===== src/rtl/cdf_equalize_lut.sv =====
// rtl/cdf_equalize_lut.sv - CDF to 8-bit equalization LUT generator
//
// Reads the 256-entry CDF table (4 x 32-bit bins per 128-bit word) from
// scratch memory, maps every bin to round((cdf-cdf_min)*255/(pixel_count-cdf_min))
// and writes the 256 results back as 16 x 128-bit LUT words.
//
// Ports:
//   clk, reset          clock, synchronous active-high reset
//   start               1-cycle request, ignored while busy
//   cdf_min, pixel_count normalisation constants, latched on start
//   ReadAddress/ReadData scratch-memory read port (data valid 2 edges after address)
//   WE/WriteAddress/WriteBus scratch-memory write port, one pulse per LUT word
//   busy, done          run status, done pulses once after the last write
module cdf_equalize_lut #(
    parameter int CDF_BASE = 64,
    parameter int LUT_BASE = 128
) (
    input  logic         clk,
    input  logic         reset,
    input  logic         start,
    input  logic [31:0]  cdf_min,
    input  logic [31:0]  pixel_count,
    output logic [15:0]  ReadAddress,
    input  logic [127:0] ReadData,
    output logic         WE,
    output logic [15:0]  WriteAddress,
    output logic [127:0] WriteBus,
    output logic         busy,
    output logic         done
);

    typedef enum logic [2:0] {
        IDLE, RD_ISSUE, RD_WAIT, BIN_SETUP, DIV, WR, DONE
    } state_t;

    state_t state, next_state;

    logic [31:0]  cmin, pcnt;
    logic [5:0]   w;
    logic [1:0]   b;
    logic [2:0]   k;
    logic [127:0] word;
    logic [127:0] lut;
    logic [40:0]  rem;
    logic [40:0]  dsh;
    logic [7:0]   quo;
    logic         forced;
    logic [7:0]   forced_val;

    logic [31:0]  cdf_sel, den_c, diff_c;
    logic [40:0]  num_c;
    logic         ge;
    logic [40:0]  rem_next;
    logic [7:0]   quo_next;
    logic [7:0]   bin_res;
    logic [127:0] lut_next;
    logic [15:0]  next_rd_addr;

    // Bin 4w+0 sits in the most significant slice of the CDF word.
    always_comb begin
        cdf_sel = word[31:0];
        case (b)
            2'd0: cdf_sel = word[127:96];
            2'd1: cdf_sel = word[95:64];
            2'd2: cdf_sel = word[63:32];
            2'd3: cdf_sel = word[31:0];
            default: cdf_sel = word[31:0];
        endcase
    end

    // (cdf-cdf_min)*255 + den/2 fits in 41 bits for any 32-bit operands.
    always_comb begin
        den_c  = pcnt - cmin;
        diff_c = cdf_sel - cmin;
        num_c  = ({9'd0, diff_c} << 8) - {9'd0, diff_c} + {10'd0, den_c[31:1]};
    end

    // One restoring-division step per DIV cycle; dsh holds den << (7-k).
    always_comb begin
        ge        = (rem >= dsh);
        rem_next  = ge ? (rem - dsh) : rem;
        quo_next  = {quo[6:0], ge};
        bin_res   = forced ? forced_val : quo_next;
        // Shifting in from the right leaves bin 16j+0 in the MSB byte after 16 bins.
        lut_next  = {lut[119:0], bin_res};
        next_rd_addr = 16'(CDF_BASE) + {10'd0, w + 6'd1};
    end

    always_ff @(posedge clk) begin
        if (reset) state <= IDLE;
        else       state <= next_state;
    end

    always_comb begin
        next_state = state;
        case (state)
            IDLE:      if (start) next_state = RD_ISSUE;
            RD_ISSUE:  next_state = RD_WAIT;
            RD_WAIT:   next_state = BIN_SETUP;
            BIN_SETUP: next_state = DIV;
            DIV: begin
                if (k == 3'd7) begin
                    if (b != 2'd3)           next_state = BIN_SETUP;
                    else if (w[1:0] != 2'd3) next_state = RD_ISSUE;
                    else                     next_state = WR;
                end
            end
            WR:        next_state = (w == 6'd63) ? DONE : RD_ISSUE;
            DONE:      next_state = IDLE;
            default:   next_state = IDLE;
        endcase
    end

    always_ff @(posedge clk) begin
        if (reset) begin
            cmin         <= '0;
            pcnt         <= '0;
            w            <= '0;
            b            <= '0;
            k            <= '0;
            word         <= '0;
            lut          <= '0;
            rem          <= '0;
            dsh          <= '0;
            quo          <= '0;
            forced       <= 1'b0;
            forced_val   <= '0;
            ReadAddress  <= '0;
            WE           <= 1'b0;
            WriteAddress <= '0;
            WriteBus     <= '0;
            busy         <= 1'b0;
            done         <= 1'b0;
        end else begin
            WE   <= 1'b0;
            done <= 1'b0;
            case (state)
                IDLE: begin
                    if (start) begin
                        cmin        <= cdf_min;
                        pcnt        <= pixel_count;
                        w           <= '0;
                        b           <= '0;
                        busy        <= 1'b1;
                        ReadAddress <= 16'(CDF_BASE);
                    end
                end
                RD_WAIT: begin
                    word <= ReadData;
                end
                BIN_SETUP: begin
                    rem <= num_c;
                    dsh <= {2'b00, den_c, 7'd0};
                    quo <= '0;
                    k   <= '0;
                    if (cdf_sel < cmin) begin
                        forced     <= 1'b1;
                        forced_val <= 8'd0;
                    end else if (cdf_sel >= pcnt || den_c == 32'd0) begin
                        forced     <= 1'b1;
                        forced_val <= 8'd255;
                    end else begin
                        forced     <= 1'b0;
                        forced_val <= 8'd0;
                    end
                end
                DIV: begin
                    rem <= rem_next;
                    dsh <= dsh >> 1;
                    quo <= quo_next;
                    k   <= k + 3'd1;
                    if (k == 3'd7) begin
                        lut <= lut_next;
                        if (b != 2'd3) begin
                            b <= b + 2'd1;
                        end else if (w[1:0] != 2'd3) begin
                            w           <= w + 6'd1;
                            b           <= '0;
                            ReadAddress <= next_rd_addr;
                        end else begin
                            WE           <= 1'b1;
                            WriteAddress <= 16'(LUT_BASE) + {12'd0, w[5:2]};
                            WriteBus     <= lut_next;
                        end
                    end
                end
                WR: begin
                    if (w == 6'd63) begin
                        done <= 1'b1;
                        busy <= 1'b0;
                    end else begin
                        w           <= w + 6'd1;
                        b           <= '0;
                        ReadAddress <= next_rd_addr;
                    end
                end
                default: ;
            endcase
        end
    end

endmodule

===== config.mk =====
export PLATFORM = sky130hd
export DESIGN_NAME = cdf_equalize_lut
export DESIGN_NICKNAME = d
export VERILOG_FILES = /design/src/rtl/cdf_equalize_lut.sv
export SDC_FILE = /design/constraint.sdc
export NUM_CORES = 2
export LEC_CHECK = 0
export ABC_CLOCK_PERIOD_IN_PS = 7200
export BUFFER_PORTS_ARGS = -buffer_cell sky130_fd_sc_hd__buf_2
export CORE_MARGIN = 2
export CORE_UTILIZATION = 50
export CTS_CLUSTER_DIAMETER = 60
export CTS_CLUSTER_SIZE = 25
export DETAILED_ROUTE_END_ITERATION = 6
export GPL_TIMING_DRIVEN = 1
export PLACE_DENSITY = 0.74
export SYNTH_ARGS = -nofsm -noshare
export SYNTH_HDL_FRONTEND = slang
export SYNTH_SLANG_ARGS = --single-unit

===== constraint.sdc =====
create_clock -name clk -period 7.2 [get_ports clk]
set_input_delay 1.44 -clock clk [delete_from_list [all_inputs] [get_ports clk]]
set_output_delay 1.44 -clock clk [all_outputs]
set_load 0.02 [all_outputs]

# --- Word level (Yosys, flattened, before mapping) ---
# Cells that the tools add are included.
totals:
  reg_bits: 587
  input_bits: 195
  out_inout_bits: 163
  wordCells: 114
op_classes:
  add_sub_neg: 10
  order_cmp: 3
  eq_ne: 20
  mux: 40
  n_bitwise: 5
  reduce_logical: 17
ops:
  columns: ["op", "n"]
  rows:
  - ["$pmux W41 S2", 2]
  - ["$pmux W32 S4", 1]
  - ["$mux W16", 5]
  - ["$sub A32 B32 Y32", 2]
  - ["$pmux W16 S3", 1]
  - ["$add A41 B31 Y41", 1]
  - ["$ge A41 B41 Y1", 1]
  - ["$mux W41", 1]
  - ["$sub A40 B32 Y41", 1]
  - ["$sub A41 B41 Y41", 1]
  - ["$ge A32 B32 Y1", 1]
  - ["$logic_not A32 Y1", 1]
  - ["$lt A32 B32 Y1", 1]
  - ["$mux W6", 5]
  - ["$mux W8", 3]
  - ["$ne A2 B2 Y1 const B", 9]
  - ["$pmux W3 S6", 1]
  - ["$pmux W6 S3", 1]
  - ["$mux W3", 5]
  - ["$pmux W7 S2", 1]
  - ["$mux W2", 5]
  - ["$add A8 B4 Y9 const A", 1]
  - ["$eq A3 B3 Y1 const B", 3]
  - ["$add A7 B6 Y8 const A", 1]
  - ["26 further kinds", 41]

# --- Logic depth before layout (Yosys ltp) ---
depth:
  word_depth: 6
  mapped_depth: 32
  depth_no_buf: 31

# --- Least setup slack after synthesis ---
# Ideal clock, no wire load.
synth_path:
  path_type: "register to register"
  start: "register b[0]"
  end: "register rem[40]"
  setup_ns: 0.079
  arrival_ns: 6.702
  required_time_ns: 7.121
  slack_ns: 0.419
  path_stages_with_launch: 32
  n_path_buf: 2
  period_less_slack_ns: 6.781
  path_cell_list: "dfxtp_1 > ha_1 > clkbuf_1 > clkbuf_1 > a222oi_1 > a21oi_1 > ha_1 > o21a_1 > o31ai_2 > a211oi_1 > a221o_1 > a221o_1 > a221oi_2 > o21ai_0 > a21oi_1 > o21bai_1 > a21oi_1 > xnor2_1 > fa_1 > inv_1 > ha_1 > a21oi_1 > o211ai_1 > a221oi_1 > nand3_1 > o21a_1 > o22ai_1 > a31oi_1 > a31o_2 > o22a_1 > a211o_1 > o211ai_1"
synth_via:
  elab_chain_len: 6
  word_cells_on_any_way: 9
  cone_classes: "add/sub: 3; eq/ne: 3; mux: 2; reduce/logical: 1"
synth_lines:
  columns: ["element", "line", "rtl"]
  rows:
  - ["start, declared", "40", "logic [1:0] b;"]
  - ["start signal, assigned", "175", "b <= b + 2'd1;"]
  - ["$eq A2 B2 Y1 (tied with other cells)", "62", "case (b)"]
  - ["$pmux W32 S4 *", "62", null]
  - ["$sub A32 B32 Y32 *", "74", "diff_c = cdf_sel - cmin;"]
  - ["$sub A40 B32 Y41 *", "75", "num_c = ({9'd0, diff_c} << 8) - {9'd0, diff_c} + {10'd0, den_c[31:1]};"]
  - ["$add A41 B31 Y41 *", "75", null]
  - ["$pmux W41 S2 *", "137", "case (state)"]
  - ["end signal, assigned", "152", "rem <= num_c;"]
  - ["end signal, assigned", "168", "rem <= rem_next;"]
  - ["end, declared", "44", "logic [40:0] rem;"]
# Every way passes the cells marked *; elsewhere a longest branch is shown, timed or not.
# A chain may end at the register's enable or synchronous reset.

# --- Worst setup path after layout ---
# Same ends and word-level chain as after synthesis.

==> summary by stage <==
Routing
In the final routed layout, each cell accounts on average for 16.8 µm. The remaining routing DRC violations is 0. The first detailed-routing pass took 7 iterations. The detailed-route via count is 27,700. The vias per cell is 5.61.

The count of nets left with antenna violations once routing finished came out at 0. The routed design has 83,000 µm of wire. The number of design-rule violations left by the first detailed-router iteration is 2,456.

Clock tree
CTS placed an instance of sky130_fd_sc_hd__clkbuf_16 at the clock tree root. The number of buffers on the longest clock path is 3. The clock reaches the later pin of the worst-skew pair after 0.59 ns. The H-tree level count is 2.

The post-CTS clock slew at the launch and capture registers of the worst setup and hold paths is 0.09 ns. In this run, CTS created clock tree buffers numbering 37. The post-cts hold buffer count is 0. The clock net in this run drives a total of 552 sinks. The CTS tree is done.

Worst hold path
The source of the worst hold timing path is WriteBus[23]. For hold timing, the worst endpoint is WriteBus[23]. The path category of the worst min-delay check is reg -> reg. The worst hold path passes through 2 cells.

Final layout
The area added between synthesis and finish is 12.1%. The post-layout instance count excluding filler cells is 4,939. The final net count is 4,549. The fraction of layout instances using a drive strength above 1 is 12.3%.

Yosys
The combined area of all synthesized cells is 29,800 µm². The share of the synthesized area in compound gates (AO/OA/AOI/OAI) is 23.2%. The main combinational cell family by area after synthesis is compound AO/OA/AOI/OAI gates. The proportion of synthesized area in mux cells is 0.374%.

Dividing the synthesized area by the synthesized cell count gives 7.54 µm². The share of the Yosys chip area taken by registers is 37.1%. The fraction of synthesized cell area taken by the top area cell type is 37.1%. The number of enable flip-flop cells after synthesis is 0. The xor/xnor cell area share of the yosys netlist is 3.35%. In the synthesized netlist the dominant register cell turns out to be sky130_fd_sc_hd__dfxtp_1.

The count of warnings emitted by yosys is 0. For this run, asynchronously set or reset flops after synthesis account for 0%. The number of instances in the synthesized netlist is 3,949. Of the total synthesized cell area, the portion taken by AND, OR, NAND and NOR gates is 20.5%.

Sorting the synthesized cells by area gives the leading types as sky130_fd_sc_hd__dfxtp_1 37%, sky130_fd_sc_hd__nand2_1 13%, sky130_fd_sc_hd__a21oi_1 11%. The leading area contributor after synthesis is sky130_fd_sc_hd__dfxtp_1. The area share of fa/ha/maj cells after synthesis is 9.73%. In this run, distinct cell masters in the synthesized netlist total 77. After synthesis the netlist holds a flip-flop and latch count of 552.

STA
The number of failing hold endpoints at the final stage came to 0. Of the available clock period, the critical path in the final layout requires 96.8%. Setup violations remaining at the end of the flow were counted as 0. Measured against its own limit, the worst slew margin works out to 22.4%.

The minimum setup slack in the final design is 0.229 ns. The worst-margin pin slew is 1.16 ns. Subtracting the final worst setup slack from the clock period gives 6.97 ns.

The final number of max-transition violations is 0. The worst-case clock skew is 0.0311 ns. The fmax is 0.143 GHz. The setup TNS is 0 ns.

Critical path
STA classifies the critical path endpoint as a register. At the worst endpoint, the arrival time is 7.49 ns. For the worst flop-to-flop path, the logic depth is 29. The startpoint identified for the worst register-to-register timing path is b[0].

The reg-to-reg endpoint is rem[40]. For the worst setup path, the data required time is 7.72 ns. Of all nets on the critical path, the largest fanout is 16. The type of the setup path with the least slack is reg -> reg.

The total buffers and inverters traversed by the critical path is 4. The cell with the largest stage delay on the worst path is sky130_fd_sc_hd__fa_1. The category of cells accounting for the largest share of critical-path delay is compound AO/OA/AOI/OAI gates. The setup slack of the most critical reg-to-reg path is 0.23 ns.

STA classifies the critical path startpoint as a register. The stage delay of the slowest cell on the critical path is 0.43 ns.

Floorplanning
The overall die height is 248 µm. Once the floorplan was initialized, standard cells occupied 50.5% of the core. After floorplanning, the core was divided into 89 placement rows. The floorplan step set the die width to 248 µm. The region available for standard cell placement spans 58,900 µm². The top-level port count is 358.

The die covers 61,500 µm².

GRT
Global routing consumed, on the met1 layer, 37.7% of the routing resources. The number of antenna violations at the first check in global routing was 5. The met3 usage is 3.42%. The number of global-route vias before repair came to 24,800. The layer flagged by global routing as most heavily used is met2. The maximum number of pins on one net before global-route repair is 234.

Global routing used 26.0% of the available tracks. Global routing finished with a remaining overflow of 0. The routing usage on met2 is 41.0%.

The first global-routing pass estimated 131,000 µm of wire.

Place
The count of buffers added on input and output ports is 337. The final weighted congestion of routability-driven global placement is 0.953. The pre-CTS worst setup slack is -0.0886 ns. The total placed cells including tap cells is 4,869. The HPWL after detailed placement is 60,900 µm.

Job
The total of max-cap violations is 0.

Pwr
Dividing total power by cell area gives a power density of 406 nW/µm². The maximum vdd ir drop is 0.000353 V. For this design the static power due to leakage is 13.4 nW.

Status
The flow ran to the end, and the final reports show no timing, DRC or antenna violations.
-- worst reg2reg max path, delay by kind of cell (launching register included) --
family	cells	cell delay, ns
flops	1	0.40
simple gates	3	0.28
compound gates	17	3.99
fa+ha+maj	4	1.36
buf+inv	4	0.62
xor+xnor	1	0.24
-- power breakdown --
part | internal, mW | total [mW] | switching [mW]
Combinational | 3.24 | 7.98 | 4.74
Sequential | 3.16 | 3.25 | 0.0862
Clock | 1.10 | 2.32 | 1.22
Total | 7.50 | 13.5 | 6.05
-- kinds of logic after synthesis --
group / after synthesis
AO/OA/AOI/OAI: 1146
XOR/XNOR: 114
adder cells (fa/ha/maj): 216
buffers and inverters: 438
flip-flops: 552
multiplexers: 11
other: 1
AND/OR/NAND/NOR: 1471
-- final cells by class --
cell class	instances	area [µm²]
fill	5601	25500
multi-input combinational	2978	17300
sequential	552	11100
timing repair buffer	382	2060
clock buffer	41	982
tap	773	967
inverter	188	706
clock inverter	24	339
antenna	1	2.50
-- placed cells by master, fill, tap and decap left out, types with 47 or more instances in the layout --
cell type	netlist	layout
sky130_fd_sc_hd__a211oi_1	54	53
sky130_fd_sc_hd__a21o_1	78	78
sky130_fd_sc_hd__a21oi_1	645	641
sky130_fd_sc_hd__buf_2	1	336
sky130_fd_sc_hd__dfxtp_1	552	550
sky130_fd_sc_hd__ha_1	189	186
sky130_fd_sc_hd__inv_1	186	186
sky130_fd_sc_hd__nand2_1	995	992
sky130_fd_sc_hd__nor2_1	223	219
sky130_fd_sc_hd__o21ai_0	100	97
sky130_fd_sc_hd__xnor2_1	65	63
sky130_fd_sc_hd__xor2_1	49	47
-- worst max-delay path by stage --
stage          depth (start not counted)  slack, ns      end  from
6_report                              29       0.23  rem[40]  b[0]
5_1_grt                               29      -0.10  rem[40]  b[1]
4_1_cts                               31       0.06  rem[40]  b[1]
3_5_place_dp                          31      -0.09  rem[40]  b[1]
3_3_place_gp                          31       0.09  rem[40]  b[1]
2_1_floorplan                         31       0.42  rem[40]  b[0]
-- flip-flops by register name (all words and copies together), names as in the netlist, 2 cells and up --
name	cells
rem	41
lut	120
WriteBus	128
ReadAddress	2
b	2
k	3
w	5
dsh	39
word	128
cmin	32
pcnt	32
WriteAddress	5
state	3
quo	7
-- metrics by stage --
step | utilization (%) | hold WS (ns) | area (µm²) | power [mW]
after global placement | 54.1 | 0.440 | 31900 | 11.0
after global routing | 56.7 | 0.473 | 33400 | 14.6
final | 56.7 | 0.454 | 33400 | 13.5
after CTS | 56.4 | 0.455 | 33200 | 13.3
after detailed placement | 54.1 | 0.442 | 31900 | 11.0
after floorplan | - | 0.432 | 29800 | 9.09
-- repair_timing --
action / in CTS / in global routing
buffers inserted: 0 / 4
pin swaps: 1 / 18
endpoints found under the setup margin: 1 / 12
gates resized for setup: 3 / 28
-- synth_stat cells, types with 7 or more instances --
library cell                number
sky130_fd_sc_hd__a31oi_1        27
sky130_fd_sc_hd__nor2b_1        25
sky130_fd_sc_hd__o211ai_1       20
sky130_fd_sc_hd__fa_1           26
sky130_fd_sc_hd__a21boi_0        7
sky130_fd_sc_hd__buf_1          13
sky130_fd_sc_hd__o21a_1         26
sky130_fd_sc_hd__nand3_1        44
sky130_fd_sc_hd__dfxtp_1       552
sky130_fd_sc_hd__a2111oi_0       7
sky130_fd_sc_hd__inv_1         186
sky130_fd_sc_hd__ha_1          189
sky130_fd_sc_hd__nor3_1         41
sky130_fd_sc_hd__a31o_2          8
sky130_fd_sc_hd__or3_1          12
sky130_fd_sc_hd__a222oi_1       31
sky130_fd_sc_hd__and2_1         16
sky130_fd_sc_hd__or2_2          11
sky130_fd_sc_hd__clkbuf_1      216
sky130_fd_sc_hd__a22oi_1        44
sky130_fd_sc_hd__xnor2_1        65
sky130_fd_sc_hd__a21oi_1       645
sky130_fd_sc_hd__nand2_1       995
sky130_fd_sc_hd__a311oi_1       11
sky130_fd_sc_hd__a211oi_1       54
sky130_fd_sc_hd__and3_1         20
sky130_fd_sc_hd__nor4_1         14
sky130_fd_sc_hd__nand4_1        26
sky130_fd_sc_hd__a21o_1         78
sky130_fd_sc_hd__mux2i_1        10
sky130_fd_sc_hd__o21bai_1       23
sky130_fd_sc_hd__nand2b_1       20
sky130_fd_sc_hd__o21ai_0       100
sky130_fd_sc_hd__nor2_1        223
sky130_fd_sc_hd__xor2_1         49
sky130_fd_sc_hd__buf_4          20
-- routing by layer --
metal  vias to the layer above  part of all wire (%)
met5                         -                 0.061
met4                         8                   2.0
met3                        97                   6.2
met2                       862                    45
met1                     12900                    46
li1                      13900                     -
Note: power is estimated with default switching activity, not from simulation.
